==> src/rtl/timer_ctrl_if.sv <==
// Command bus between a host/register block and timer_ctrl.
// The host drives op/data/mode with a valid strobe; the timer answers with ready.
interface timer_ctrl_if #(
    parameter int WIDTH = 8
);
    logic             cmd_valid;
    logic             cmd_ready;
    logic [1:0]       cmd_op;
    logic [WIDTH-1:0] cmd_data;
    logic             cfg_periodic;

    modport master (
        output cmd_valid,
        output cmd_op,
        output cmd_data,
        output cfg_periodic,
        input  cmd_ready
    );

    modport slave (
        input  cmd_valid,
        input  cmd_op,
        input  cmd_data,
        input  cfg_periodic,
        output cmd_ready
    );
endinterface

==> src/rtl/timer_ctrl.sv <==
// Command-driven programmable timer: sequences a WIDTH-bit counter through
// IDLE/RUN/PAUSE/DONE with one-shot or periodic terminal-count behaviour.
module timer_ctrl #(
    parameter int WIDTH = 8
) (
    input  logic             clk,
    input  logic             rst,
    timer_ctrl_if.slave      cmd,
    output logic [WIDTH-1:0] out,
    output logic             tick,
    output logic             busy,
    output logic             done,
    output logic [WIDTH-1:0] wrap_cnt,
    output logic             err
);
    typedef enum logic [1:0] {
        ST_IDLE  = 2'd0,
        ST_RUN   = 2'd1,
        ST_PAUSE = 2'd2,
        ST_DONE  = 2'd3
    } state_t;

    localparam logic [1:0] OP_START = 2'b00;
    localparam logic [1:0] OP_STOP  = 2'b01;
    localparam logic [1:0] OP_PAUSE = 2'b10;
    localparam logic [1:0] OP_LOAD  = 2'b11;

    localparam logic [WIDTH-1:0] ALL_ONES = {WIDTH{1'b1}};

    state_t           state_reg, state_next;
    logic [WIDTH-1:0] out_reg, out_next;
    logic [WIDTH-1:0] limit_reg, limit_next;
    logic             periodic_reg, periodic_next;
    logic [WIDTH-1:0] wrap_reg, wrap_next;
    logic             err_reg, err_next;

    logic             at_limit;

    assign at_limit = (out_reg == limit_reg);

    always_ff @(posedge clk) begin
        if (rst) begin
            state_reg    <= ST_IDLE;
            out_reg      <= '0;
            limit_reg    <= ALL_ONES;
            periodic_reg <= 1'b0;
            wrap_reg     <= '0;
            err_reg      <= 1'b0;
        end else begin
            state_reg    <= state_next;
            out_reg      <= out_next;
            limit_reg    <= limit_next;
            periodic_reg <= periodic_next;
            wrap_reg     <= wrap_next;
            err_reg      <= err_next;
        end
    end

    // An accepted command always wins over the terminal-count action, and an
    // illegal one leaves every register untouched apart from the err pulse.
    always_comb begin
        state_next    = state_reg;
        out_next      = out_reg;
        limit_next    = limit_reg;
        periodic_next = periodic_reg;
        wrap_next     = wrap_reg;
        err_next      = 1'b0;

        if (cmd.cmd_valid) begin
            unique case (cmd.cmd_op)
                OP_START: begin
                    if (state_reg == ST_PAUSE) begin
                        err_next = 1'b1;
                    end else begin
                        state_next    = ST_RUN;
                        out_next      = '0;
                        wrap_next     = '0;
                        periodic_next = cmd.cfg_periodic;
                    end
                end
                OP_STOP: begin
                    state_next = ST_IDLE;
                    out_next   = '0;
                end
                OP_PAUSE: begin
                    if (state_reg == ST_RUN) begin
                        state_next = ST_PAUSE;
                    end else if (state_reg == ST_PAUSE) begin
                        state_next = ST_RUN;
                    end else begin
                        err_next = 1'b1;
                    end
                end
                OP_LOAD: begin
                    if (state_reg == ST_IDLE || state_reg == ST_DONE) begin
                        limit_next = cmd.cmd_data;
                        state_next = ST_IDLE;
                        out_next   = '0;
                    end else begin
                        err_next = 1'b1;
                    end
                end
                default: begin
                    err_next = 1'b1;
                end
            endcase
        end else if (state_reg == ST_RUN) begin
            if (!at_limit) begin
                out_next = out_reg + 1'b1;
            end else if (periodic_reg) begin
                out_next = '0;
                if (wrap_reg != ALL_ONES) begin
                    wrap_next = wrap_reg + 1'b1;
                end
            end else begin
                state_next = ST_DONE;
            end
        end
    end

    // All status outputs decode registered state only.
    assign cmd.cmd_ready = 1'b1;
    assign out           = out_reg;
    assign wrap_cnt      = wrap_reg;
    assign err           = err_reg;
    assign tick          = (state_reg == ST_RUN) && at_limit;
    assign busy          = (state_reg == ST_RUN) || (state_reg == ST_PAUSE);
    assign done          = (state_reg == ST_DONE);
endmodule

==> src/flat_wrapper.sv <==
// flat-port wrapper written by rule: the top's interface ports become plain ports
module timer_ctrl_flat 
#(
    parameter int WIDTH = 8
)
  (clk, rst, out, tick, busy, done, wrap_cnt, err, cmd_cmd_valid, cmd_cmd_op, cmd_cmd_data, cmd_cfg_periodic, cmd_cmd_ready);
  timer_ctrl_if #(.WIDTH(WIDTH)) cmd_i ();
  input  logic clk;
  input  logic rst;
  output logic [WIDTH-1:0] out;
  output logic tick;
  output logic busy;
  output logic done;
  output logic [WIDTH-1:0] wrap_cnt;
  output logic err;
  input wire logic [$bits(cmd_i.cmd_valid)-1:0] cmd_cmd_valid;
  input wire logic [$bits(cmd_i.cmd_op)-1:0] cmd_cmd_op;
  input wire logic [$bits(cmd_i.cmd_data)-1:0] cmd_cmd_data;
  input wire logic [$bits(cmd_i.cfg_periodic)-1:0] cmd_cfg_periodic;
  output wire logic [$bits(cmd_i.cmd_ready)-1:0] cmd_cmd_ready;
  assign cmd_i.cmd_valid = cmd_cmd_valid;
  assign cmd_i.cmd_op = cmd_cmd_op;
  assign cmd_i.cmd_data = cmd_cmd_data;
  assign cmd_i.cfg_periodic = cmd_cfg_periodic;
  assign cmd_cmd_ready = cmd_i.cmd_ready;
  timer_ctrl #(.WIDTH(WIDTH)) u_core (.clk(clk), .rst(rst), .cmd(cmd_i), .out(out), .tick(tick), .busy(busy), .done(done), .wrap_cnt(wrap_cnt), .err(err));
endmodule
==> config.mk <==
export PLATFORM = sky130hd
export DESIGN_NAME = timer_ctrl_flat
export DESIGN_NICKNAME = d
export VERILOG_FILES = /design/src/rtl/timer_ctrl_if.sv /design/src/rtl/timer_ctrl.sv /design/src/flat_wrapper.sv
export SDC_FILE = /design/constraint.sdc
export NUM_CORES = 1
export LEC_CHECK = 0
export BUFFER_PORTS_ARGS = -buffer_cell sky130_fd_sc_hd__buf_2
export CORE_MARGIN = 4
export CORE_UTILIZATION = 50
export DETAILED_ROUTE_END_ITERATION = 7
export PLACE_DENSITY = 0.75
export SYNTH_ARGS = -nofsm -noshare
export SYNTH_HDL_FRONTEND = slang
export SYNTH_SLANG_ARGS = --single-unit
==> constraint.sdc <==
create_clock -name clk -period 3 [get_ports clk]
set_input_delay 0.45 -clock clk [delete_from_list [all_inputs] [get_ports clk]]
set_output_delay 0.45 -clock clk [all_outputs]
set_load 0.01 [all_outputs]
==> results.toml <==
[outcome]
status = "finished, final reports clean"

[clock_tree]
htree_levels = 1
cts_buffer_depth = 2
clk_pin_slew_ns = 0.15
holdBufCountCts = 0
cts_made_buffers = 3
cts_root_buffer = "clkbuf_4"
cts_sinks = 28
cts_tree = "built"
cts_setup_buffers = 0
post_cts_resize_count = 0
insertion_delay_ns = 0.33

[timing]
skew_ns = 0.00296
fin_crit_sh_pct = 76.8
drv_slew = 0
rsz0062_at_grt = "false"
setup_viol = 0
slew-limit-headroom_pct = 57.3
fmax_mhz = 434
worst_pin_slew_ns = 0.640
setup_tns_ns = 0
min_period_ns = 2.30
finalHoldViolCount = 0

[drt]
viasPerCell = 5.67
wirelength_mm = 3.34
vias = 1355
first_pass_iters = 4
drt_iter0_markers = 69
drc = 0
wl_per_cell_um = 14.0
route.antenna.remaining_nets = 0

[critical_path]
timing.rr.start = "u_core.out[5]"
crit_path_top_delay_cell = "nor4_4"
critical_path_required_ns = 2.55
start_kind = "flop"
critPathMaxFanout = 9
crit_chain = "xor2_1 -> nor4_4 -> and3_2 -> buf_2"
max_stage_delay_ns = 0.53
worstPathArrival_ns = 1.85
critical_path.startpoint = "u_core.out[1]"
critPathKind = "reg -> out"
critPathCaptureType = "primary output"

[global_route]
grt_pass1_vias = 1266
grt_overflow = 0
grt_first_pass_wirelength_mm = 5.53
antenna_found_initial = 0
grt.total_usage_pct = 16.6
grt_max_degree = 20

[synth]
synth_cells = 178
synth-main-ff-cell = "dfxtp_1"
synth_top_cell_by_area = "dfxtp_1"
netlist_area_sq_um = 1560
synth.top_cell.area_share_pct = 36.0
seq_area_frac_synth_pct = 36.0
ys_warn_count = 0
synth-seq-cells = 28
syn_avg_cell_area_sq_um = 8.74
synth.area.top_cells = "dfxtp_1 (36%), ha_1 (7.2%), nand2_1 (6.8%), xor2_1 (5.6%), nand3b_1 (4.3%)"
synth.distinct_cells = 44
synthesis.nets = 201
async_flop_share_pct = 0
synth-edff-count = 0

[run]
cap_violations = 0

[worst_hold_path]
min_path_type = "in -> reg"
hp-start = "cmd_cmd_data[0]"

[power_and_ir_drop]
power.density_nw_per_um2 = 381
ir_drop_uv = 338
p_leak_nw = 0.830

[finish]
drive_above_1_share_pct = 22.1
syn_to_final_growth_pct = 13.0
fin_area_sq_um = 1760
seq_area_sq_um = 561
multi_input_area_sq_um = 920
antennaDiodeCount = 0
nFillCells = 262
fin_nets = 232

[place]
port_buffers = 33
placed_cell_area_sq_um = 1720
dpl.hpwl_mm = 2.57
place_congestion = 0.833

[floorplan]
chipWidth_um = 63.8
die_area_sq_um = 4070
initial_utilization_pct = 54.5
ioPinCount = 35
die_h_um = 63.8
core-area_sq_um = 2850
row_count = 19
-- worst paths after layout --
| kind | to | slack [ns] | depth (start not counted) |
|---|---|---|---|
| max | tick | 0.70 | 4 |
| min | u_core.limit_reg[0] | 0.31 | 3 |
| max reg2reg | u_core.wrap_cnt[7] | 0.82 | 5 |
| min reg2reg | u_core.limit_reg[4] | 0.50 | 2 |
-- final cells by class --
class                           count  share of cell area [%]
Clock buffer                        4                    2.06
Multi-Input combinational cell    133                    52.3
Tap cell                           31                    2.21
Sequential cell                    28                    31.9
Inverter                           10                    2.14
Timing Repair Buffer               33                    9.39
-- critical path: cells and delay by family, from the launching register on --
kind          cells  cell delay (ns)
xor+xnor          1             0.19
flops             1             0.38
buf+inv           1             0.13
simple gates      2             0.82
-- stage by stage --
stage,worst slack [ns],cells,power [mW],util (%),hold WS [ns]
finish,0.695,239,0.669,61.6,0.311
detailed placement,0.841,235,0.488,60.4,0.482
floorplan,1.15,178,0.463,-,0.457
global route,0.560,239,0.697,61.6,0.310
global placement,0.976,235,0.484,60.4,0.474
CTS,0.687,239,0.674,61.6,0.305
-- cells in the final DEF (no fill, tap or decap), drive strengths merged, types with 2 or more instances in the layout --
master and instances:
a2111oi 2, a211oi 2, a21o 2, a21oi 7
a221oi 2, a22o 3, and3 6, buf 33
clkbuf 4, dfxtp 28, ha 9, inv 10
mux2i 4, nand2 28, nand2b 3, nand3 9
nand3b 9, nor2 7, nor4 2, o21ai 7
o31ai 2, or3 3, or4 2, xor2 10
-- per-layer routing --
layer | routed length [um] | share of wire, % | GRT usage [%]
met2 | 1700 | 51 | 30.2
met3 | 155 | 4.6 | 4.20
met4 | 31 | 0.93 | 4.58
met1 | 1450 | 43 | 19.2
met5 | 0 | 0 | 0
-- Yosys cell counts (all sizes together) (2+ instances only) --
library cell  count
or4               2
a21o              2
xor2             10
mux2i             4
nor2              7
a2111oi           2
a22o              3
nand3             9
clkbuf            4
or3               3
o31ai             2
a211oi            2
nand3b            9
o21ai             7
and3              6
nand2b            3
inv              10
nor4              2
ha                9
a21oi             7
nand2            28
buf               3
dfxtp            28
a221oi            2
-- report_power, final --
part           total, mW  internal, mW  switching [mW]
registers          0.390         0.382         0.00801
logic             0.0901        0.0375          0.0526
clock network      0.189        0.0745           0.114
-- cell families after synthesis --
group | Yosys count | synth area share (%)
simple gates | 73 | 26.4
compound gates | 34 | 15.8
flops | 28 | 36.0
buf+inv | 17 | 4.83
xor+xnor | 11 | 6.19
fa+ha+maj | 9 | 7.24
mux | 5 | 3.30
other cells | 1 | 0.241
Note: power is estimated with default switching activity, not from simulation.
